`src/rtl/heartbeat_pkg.sv`:
```
// Shared constants and types for the heartbeat light front end.
// Mode codes are the values driver_selector expects on its mode_select input.
package heartbeat_pkg;

    localparam int MODE_W = 4;

    localparam logic [MODE_W-1:0] MODE_1 = 4'd1;
    localparam logic [MODE_W-1:0] MODE_2 = 4'd2;
    localparam logic [MODE_W-1:0] MODE_3 = 4'd3;
    localparam logic [MODE_W-1:0] MODE_4 = 4'd4;

    localparam int CLK_HZ = 12_000_000;

    typedef enum logic [1:0] {
        ST_IDLE      = 2'd0,
        ST_PRESSED   = 2'd1,
        ST_LONG_HELD = 2'd2
    } press_state_t;

endpackage

```
`src/rtl/key_debounce.sv`:
```
// Two-flop synchroniser plus debounce counter for one active-low key.
// The output is the debounced "pressed" level (1 = pressed).
module key_debounce #(
    parameter int DEB_CYC = 240000
) (
    input  logic clk,
    input  logic rst,
    input  logic i_key_n,
    output logic o_pressed
);

    localparam int CNT_W = (DEB_CYC > 1) ? $clog2(DEB_CYC) : 1;
    localparam logic [CNT_W-1:0] CNT_LAST = CNT_W'(DEB_CYC - 1);

    logic             r_sync1;
    logic             r_sync2;
    logic             r_pressed;
    logic [CNT_W-1:0] r_cnt;
    logic             w_sample_pressed;

    assign w_sample_pressed = ~r_sync2;
    assign o_pressed        = r_pressed;

    // Any sample matching the current level restarts the count, so only an
    // unbroken run of DEB_CYC differing samples flips the level.
    always_ff @(posedge clk or posedge rst) begin
        if (rst) begin
            r_sync1   <= 1'b1;
            r_sync2   <= 1'b1;
            r_pressed <= 1'b0;
            r_cnt     <= '0;
        end else begin
            r_sync1 <= i_key_n;
            r_sync2 <= r_sync1;
            if (w_sample_pressed == r_pressed) begin
                r_cnt <= '0;
            end else if (r_cnt == CNT_LAST) begin
                r_pressed <= w_sample_pressed;
                r_cnt     <= '0;
            end else begin
                r_cnt <= r_cnt + 1'b1;
            end
        end
    end

endmodule

```
`src/rtl/mode_key_ctrl.sv`:
```
// Button front end: short press steps the mode (wrapping to 1), long press
// returns to mode 1. dbg_state exposes the press FSM for checkers.
module mode_key_ctrl
    import heartbeat_pkg::*;
#(
    parameter int DEB_CYC   = 240000,
    parameter int LONG_CYC  = 12000000,
    parameter int NUM_MODES = 4
) (
    input  logic              clk,
    input  logic              rst,
    input  logic              key_n,
    output logic [MODE_W-1:0] mode_select,
    output logic              mode_strobe,
    output logic [1:0]        dbg_state
);

    localparam int LONG_W = (LONG_CYC > 1) ? $clog2(LONG_CYC) : 1;
    localparam logic [LONG_W-1:0] LONG_LAST = LONG_W'(LONG_CYC - 1);
    localparam logic [MODE_W-1:0] MODE_LAST = MODE_W'(NUM_MODES);

    press_state_t      r_state;
    press_state_t      w_state_nxt;
    logic [LONG_W-1:0] r_long_cnt;
    logic [LONG_W-1:0] w_long_cnt_nxt;
    logic [LONG_W-1:0] w_long_cnt_inc;
    logic [MODE_W-1:0] r_mode;
    logic [MODE_W-1:0] w_mode_nxt;
    logic              r_mode_strobe;
    logic              w_pressed;

    key_debounce #(
        .DEB_CYC (DEB_CYC)
    ) u_key_debounce (
        .clk       (clk),
        .rst       (rst),
        .i_key_n   (key_n),
        .o_pressed (w_pressed)
    );

    assign w_long_cnt_inc = r_long_cnt + 1'b1;

    // The long action fires on the edge where the counter reaches its last
    // value, i.e. LONG_CYC edges after the debounced press was registered.
    // A release seen in the same cycle wins and is treated as a short press.
    always_comb begin
        w_state_nxt    = r_state;
        w_long_cnt_nxt = r_long_cnt;
        w_mode_nxt     = r_mode;
        case (r_state)
            ST_IDLE: begin
                if (w_pressed) begin
                    w_state_nxt    = ST_PRESSED;
                    w_long_cnt_nxt = '0;
                end
            end
            ST_PRESSED: begin
                if (!w_pressed) begin
                    w_state_nxt = ST_IDLE;
                    w_mode_nxt  = (r_mode == MODE_LAST) ? MODE_1 : r_mode + 1'b1;
                end else if (w_long_cnt_inc == LONG_LAST) begin
                    w_state_nxt    = ST_LONG_HELD;
                    w_long_cnt_nxt = w_long_cnt_inc;
                    w_mode_nxt     = MODE_1;
                end else begin
                    w_long_cnt_nxt = w_long_cnt_inc;
                end
            end
            ST_LONG_HELD: begin
                if (!w_pressed) begin
                    w_state_nxt = ST_IDLE;
                end
            end
            default: begin
                w_state_nxt = ST_IDLE;
            end
        endcase
    end

    always_ff @(posedge clk or posedge rst) begin
        if (rst) begin
            r_state       <= ST_IDLE;
            r_long_cnt    <= '0;
            r_mode        <= MODE_1;
            r_mode_strobe <= 1'b0;
        end else begin
            r_state       <= w_state_nxt;
            r_long_cnt    <= w_long_cnt_nxt;
            r_mode        <= w_mode_nxt;
            r_mode_strobe <= (w_mode_nxt != r_mode);
        end
    end

    assign mode_select = r_mode;
    assign mode_strobe = r_mode_strobe;
    assign dbg_state   = r_state;

endmodule

```
`config.mk`:
```
export PLATFORM = sky130hd
export DESIGN_NAME = mode_key_ctrl
export DESIGN_NICKNAME = d
export VERILOG_FILES = /design/src/rtl/heartbeat_pkg.sv /design/src/rtl/key_debounce.sv /design/src/rtl/mode_key_ctrl.sv
export SDC_FILE = /design/constraint.sdc
export NUM_CORES = 1
export LEC_CHECK = 0
export CAP_MARGIN = 20
export CORE_MARGIN = 2
export CORE_UTILIZATION = 50
export CTS_CLUSTER_SIZE = 20
export DETAILED_ROUTE_END_ITERATION = 8
export PLACE_DENSITY = 0.68
export SETUP_SLACK_MARGIN = 0.3
export SLEW_MARGIN = 20
export SYNTH_ARGS = -nofsm -noshare
export SYNTH_HDL_FRONTEND = slang
export SYNTH_HIERARCHICAL = 1
export SYNTH_SLANG_ARGS = --single-unit
export TNS_END_PERCENT = 100
```
`constraint.sdc`:
```
create_clock -name clk -period 6.9 [get_ports clk]
set_input_delay 1.035 -clock clk [delete_from_list [all_inputs] [get_ports clk]]
set_output_delay 1.035 -clock clk [all_outputs]
set_load 0.03 [all_outputs]
```
Word level (Yosys, flattened, before mapping):

Index checks and enable logic that the tools add are counted.

* bits of input ports: 3
* word-level logic and storage cells: 43
* register bits: 52
* output and inout bits: 7

* bitwise operators: 2
* eq/ne operators: 11
* $add $sub $neg: 3
* mux-type cells: 14
* reduce and logical (&&, ||, !) cells: 5

Operator list (count)
* 24-bit 2-to-1 mux: 2
* 24-bit one-hot mux with 2 select lines: 1
* 18-bit 2-to-1 mux: 2
* 24-bit by 1-bit adder with 24-bit output, second input constant: 1
* 24-bit == test, second input constant: 1
* 18-bit by 1-bit adder with 18-bit output, second input constant: 1
* 18-bit == test, second input constant: 1
* 4-bit 2-to-1 mux: 4
* 2-bit 2-to-1 mux: 4
* 2-bit one-hot mux with 3 select lines: 1
* 3-bit AND reduction: 2
* 4-bit by 1-bit adder with 4-bit output, second input constant: 1
* 4-bit by 3-bit == test with 1-bit output, second input constant: 1
* 2-bit by 1-bit != test with 1-bit output, second input constant: 2
* 4-bit != test: 1
* 3-bit != test, second input constant: 1
* 2-bit by 1-bit == test with 1-bit output, second input constant: 1
* 2-bit == test, second input constant: 1
* 2-bit logical NOT: 1
* 2-bit != test, second input constant: 1
* 1-bit inverter: 2
* 2-bit AND reduction: 1
* 2-bit nonzero test: 1
* 1-bit == test: 1

Logic depth before layout (Yosys ltp):

* depth after elaboration: 6
* gate-level depth with buffers: 9
* gate-level depth less buffers: 8

Hierarchy:

The synthesis kept the hierarchy.

By module, submodules not included
* mode_key_ctrl: instances 1, seq. area each 777.0 um^2, cells an instance 247, area each 2065.7 um^2
* key_debounce: instances 1, seq. area each 528.0 um^2, cells an instance 101, area each 1046.0 um^2

Worst setup path after synthesis:

No wires, ideal clock.

* path type: register to register
* start point: register r_long_cnt[1]
* end point: register r_mode[2] (netlist: mode_select[2])
* stages on the path, launching flop included: 9
* data required time: 6780 ps
* clock period less this slack: 2422 ps
* setup time: 120 ps
* path buffers: 1
* arrival: 2303 ps
* path slack: 4478 ps
* path through: dfrtp_1 > ha_1 > nand3_1 > nor3_1 > buf_2 > nor2_1 > a2111oi_2 > or4b_4 > a31o_1

* word-level cells in the longest chain between the ends: 5

Ends and longest elaborated chain
* start: declaration: line mode_key_ctrl.sv:24 `logic [LONG_W-1:0] r_long_cnt;`
* start signal: assignment: line mode_key_ctrl.sv:88 `r_long_cnt <= w_long_cnt_nxt;`
* 24-bit by 1-bit adder with 24-bit output: line mode_key_ctrl.sv:41 `assign w_long_cnt_inc = r_long_cnt + 1'b1;`
* 24-bit == test: line mode_key_ctrl.sv:61 `end else if (w_long_cnt_inc == LONG_LAST) begin`
* 4-bit 2-to-1 mux: line mode_key_ctrl.sv:61
* 4-bit 2-to-1 mux: line mode_key_ctrl.sv:58 `if (!w_pressed) begin`
* 4-bit 2-to-1 mux: line mode_key_ctrl.sv:50 `case (r_state)`
* via w_mode_nxt[2]: line mode_key_ctrl.sv:28 `logic [MODE_W-1:0] w_mode_nxt;`
* end signal: assignment: line mode_key_ctrl.sv:89 `r_mode <= w_mode_nxt;`
* end: declaration: line mode_key_ctrl.sv:27 `logic [MODE_W-1:0] r_mode;`

The timed path passes the listed nets, and every way through them passes these cells.
A chain may end at the register's enable or synchronous reset.

Worst setup path in the final report:

* start point: register r_long_cnt[0]
* end point: register r_mode[1] (netlist: mode_select[1])

The elaborated chain is that of the path after synthesis.

==> results_dict.tcl <==
set metrics [dict create \
    status "complete, no violations" \
    routabilityCongestion 0.8511 \
    path_clk_slew_ns 0.09 \
    worst_slew_pin_slew_ns 0.8784 \
    dr.first_iter.drc_count 261 \
    insertion_delay_ns 0.30 \
    ioPinCount 10 \
    htree_levels 2 \
    path_class "reg2reg" \
    fillers 566 \
    synth.net_count 356 \
    fin_crit_sh_pct 44.92 \
    syn_area_mm2 0.003112 \
    clockBufferDepth 2 \
    async_flop_share_pct 100.0 \
    path_cells "ha_1 -> nand3_1 -> nor3_2 -> nor2_1 -> a2111oi_2 -> nor4b_1 -> o21ai_0" \
    avgSynthCellArea_um2 8.942 \
    fin_crit_ns 3.099 \
    p_seq_share_pct 62.7 \
    fp.dieArea_mm2 0.006871 \
    ff_latch_area_mm2 0.001305 \
    wl_per_cell_um 15.80 \
    ys.flop_type "dfrtp_1" \
    ys_seq_area_share_pct 41.94 \
    vias_per_cell 6.107 \
    max_freq_mhz 322.7 \
    grt_max_degree 32 \
    routed_wl_um 6637 \
    cts_tree "yes" \
    setup_viol 0 \
    slew_headroom_pct 41.24 \
    layout_commonest_cell "dfrtp_1" \
    hold_viol_final 0 \
    ys_ff_latch 52 \
    synth-edff-count 0 \
    post_cts_resize_count 0 \
    mostFrequentLayoutCells "dfrtp_1, nand2_1, o21ai_0, nor2_1, nand3_1" \
    grt_usage_pct 20.25 \
    cp_data_arrival_time_ns 3.26 \
    rows 28 \
    tns_ns 0 \
    critPathSlowestCell "nor4b_1" \
    postCtsHoldBufs 0 \
    final_antenna_net_count 0 \
    cap_violations 0 \
    fin_ws_ns 3.801 \
    pwr-share-clk_pct 34.7 \
    ir_drop_v 0.0001157 \
    core_mm2 0.005956 \
    start_util_pct 52.25 \
    hold_path.class "reg2reg" \
    place_ws_ns 3.543 \
    diodes 0 \
    crit_required_ns 7.07 \
    slowest_delay_ns 0.63 \
    grt_remaining_overflow 0 \
    port_buffers 9 \
    comb_power_share_pct 2.6 \
    p_int_w 0.0003815 \
    drive_above_1_share_pct 8.406 \
    synth_cell_types 60 \
    cts_root_buf "clkbuf_8" \
    power_density_mw_per_mm2 149.2 \
    grt_pass1_wl_um 11580 \
    grt_pass1_vias 2383 \
    die_w_um 82.89 \
    multi_input_area_mm2 0.001662 \
    net-switching-power_w 0.0001110 \
    cts_buffers 5 \
    die_h_um 82.89 \
    leakage_nw 1.277 \
    clock_skew_ns 0.005449 \
    netlist_instances 348 \
    cts_sinks 52 \
    crit_fanout 12 \
    slew_viol_final 0 \
    rsz0062_at_grt "false" \
    switching_share_pct 22.54 \
    dr_total_vias 2565 \
    startpoint_type "flip-flop" \
    drc 0 \
    hpwl_um 4612 \
    area_growth_pct 6.112 \
    first_pass_iters 5 \
    antenna_found_initial 0 \
    nets 352 \
    crit_path_end_kind "flip-flop" \
    post_cts_buffers 0 \
    yosysWarnings 6 \
]
[area by class of cell]
cell class                 count  area share, %
sequential                    52          39.52
inverter                      13          1.478
tap                           75          2.842
timing repair buffer          11          3.183
multi-input combinational    261          50.32
clock buffer                   5          2.084
clock inverter                 3         0.5684
[synthesized netlist by cell type, types with 2 or more instances]
master	number	area (um2)
a31oi_1	3	18.77
buf_2	5	25.02
and4b_1	4	40.04
and4_2	2	20.02
nor4_1	9	56.30
o41ai_1	2	17.52
a21oi_1	13	65.06
and3_1	4	25.02
a211o_1	2	17.52
dfstp_2	3	78.83
nand2b_1	3	18.77
nand4_1	16	100.1
nor3_1	6	30.03
buf_4	3	22.52
o31ai_1	14	105.1
xnor2_1	11	96.34
inv_1	12	45.04
o21ai_0	30	150.1
nor4b_1	2	17.52
ha_1	5	62.56
nand2_1	32	120.1
and4_1	3	26.28
a21o_1	7	52.55
and2_1	3	18.77
dfrtp_1	49	1226
nor2b_1	3	18.77
clkbuf_1	13	48.80
mux2i_1	2	20.02
nor2_1	26	97.59
o211ai_1	3	22.52
o21a_1	2	15.01
nand3_1	19	95.09
or3_1	5	31.28
xor2_1	6	52.55
[cells by family (layout without fill, tap and decap cells)]
group	after synthesis	after routing	share of synthesized area, %
multiplexers	2	2	0.6434
buffers and inverters	35	32	4.825
flip-flops	52	52	41.94
AO/OA/AOI/OAI	86	86	18.38
AND/OR/NAND/NOR	151	151	27.42
adder cells (fa/ha/maj)	5	5	2.010
XOR/XNOR	17	17	4.785
[flip-flops by register name (all words and copies together), names as in the netlist]
| name | cells |
|---|---|
| u_key_debounce/r_sync1 | 1 |
| mode_select | 4 |
| mode_strobe | 1 |
| u_key_debounce/o_pressed | 1 |
| u_key_debounce/r_sync2 | 1 |
| dbg_state | 2 |
| r_long_cnt | 24 |
| u_key_debounce/r_cnt | 18 |
[power by group through the flow]
stage | registers [W] | logic [W] | clock network [W]
after CTS | 0.000309 | 0.0000135 | 0.000181
final | 0.000309 | 0.0000127 | 0.000171
after global placement | 0.000315 | 0.0000132 | 0
after global routing | 0.000309 | 0.0000152 | 0.000196
after detailed placement | 0.000315 | 0.0000134 | 0
after floorplan | 0.000314 | 0.00000995 | 0
[path summary, 6_finish.rpt]
| path | end | slack, ns | from | cells after the start |
|---|---|---|---|---|
| worst max-delay path | mode_select[1] | 3.80 | r_long_cnt[0] | 7 |
| max in group asynchronous | u_key_debounce/r_cnt[15] | 5.23 | rst | 2 |
| worst min register to register | u_key_debounce/r_sync2 | 0.36 | u_key_debounce/r_sync1 | 0 |
| worst max register to register | mode_select[1] | 3.80 | r_long_cnt[0] | 7 |
| worst min-delay path | u_key_debounce/r_sync2 | 0.36 | u_key_debounce/r_sync1 | 0 |
| min in group asynchronous | r_long_cnt[6] | 1.13 | rst | 3 |
[per-stage QoR]
step	hold slack (ns)	area, um2	total power [W]	std cells	utilization [%]
final	0.3616	3302	0.0004925	420	55.44
after global routing	0.3669	3302	0.0005205	420	55.44
after CTS	0.3611	3297	0.0005031	420	55.36
after detailed placement	0.3469	3209	0.0003283	412	53.89
after global placement	0.3456	3209	0.0003281	412	53.89
after floorplan	0.3452	3112	0.0003239	348	-
[critical path: cells and delay by family, from the launching register on]
| family | cells | cell delay [ns] |
|---|---|---|
| compound gates | 2 | 0.56 |
| fa+ha+maj | 1 | 0.34 |
| flops | 1 | 0.52 |
| simple gates | 4 | 1.54 |
[layer usage]
metal / global-route usage [%] / wire [um] / vias up
li1: - / - / 1270
met1: 31.18 / 3361 / 1227
met2: 28.81 / 2850 / 64
met3: 4.274 / 373 / 4
met4: 5.365 / 51 / 0
met5: 0 / 0 / -
(Power assumes the default switching activity.)
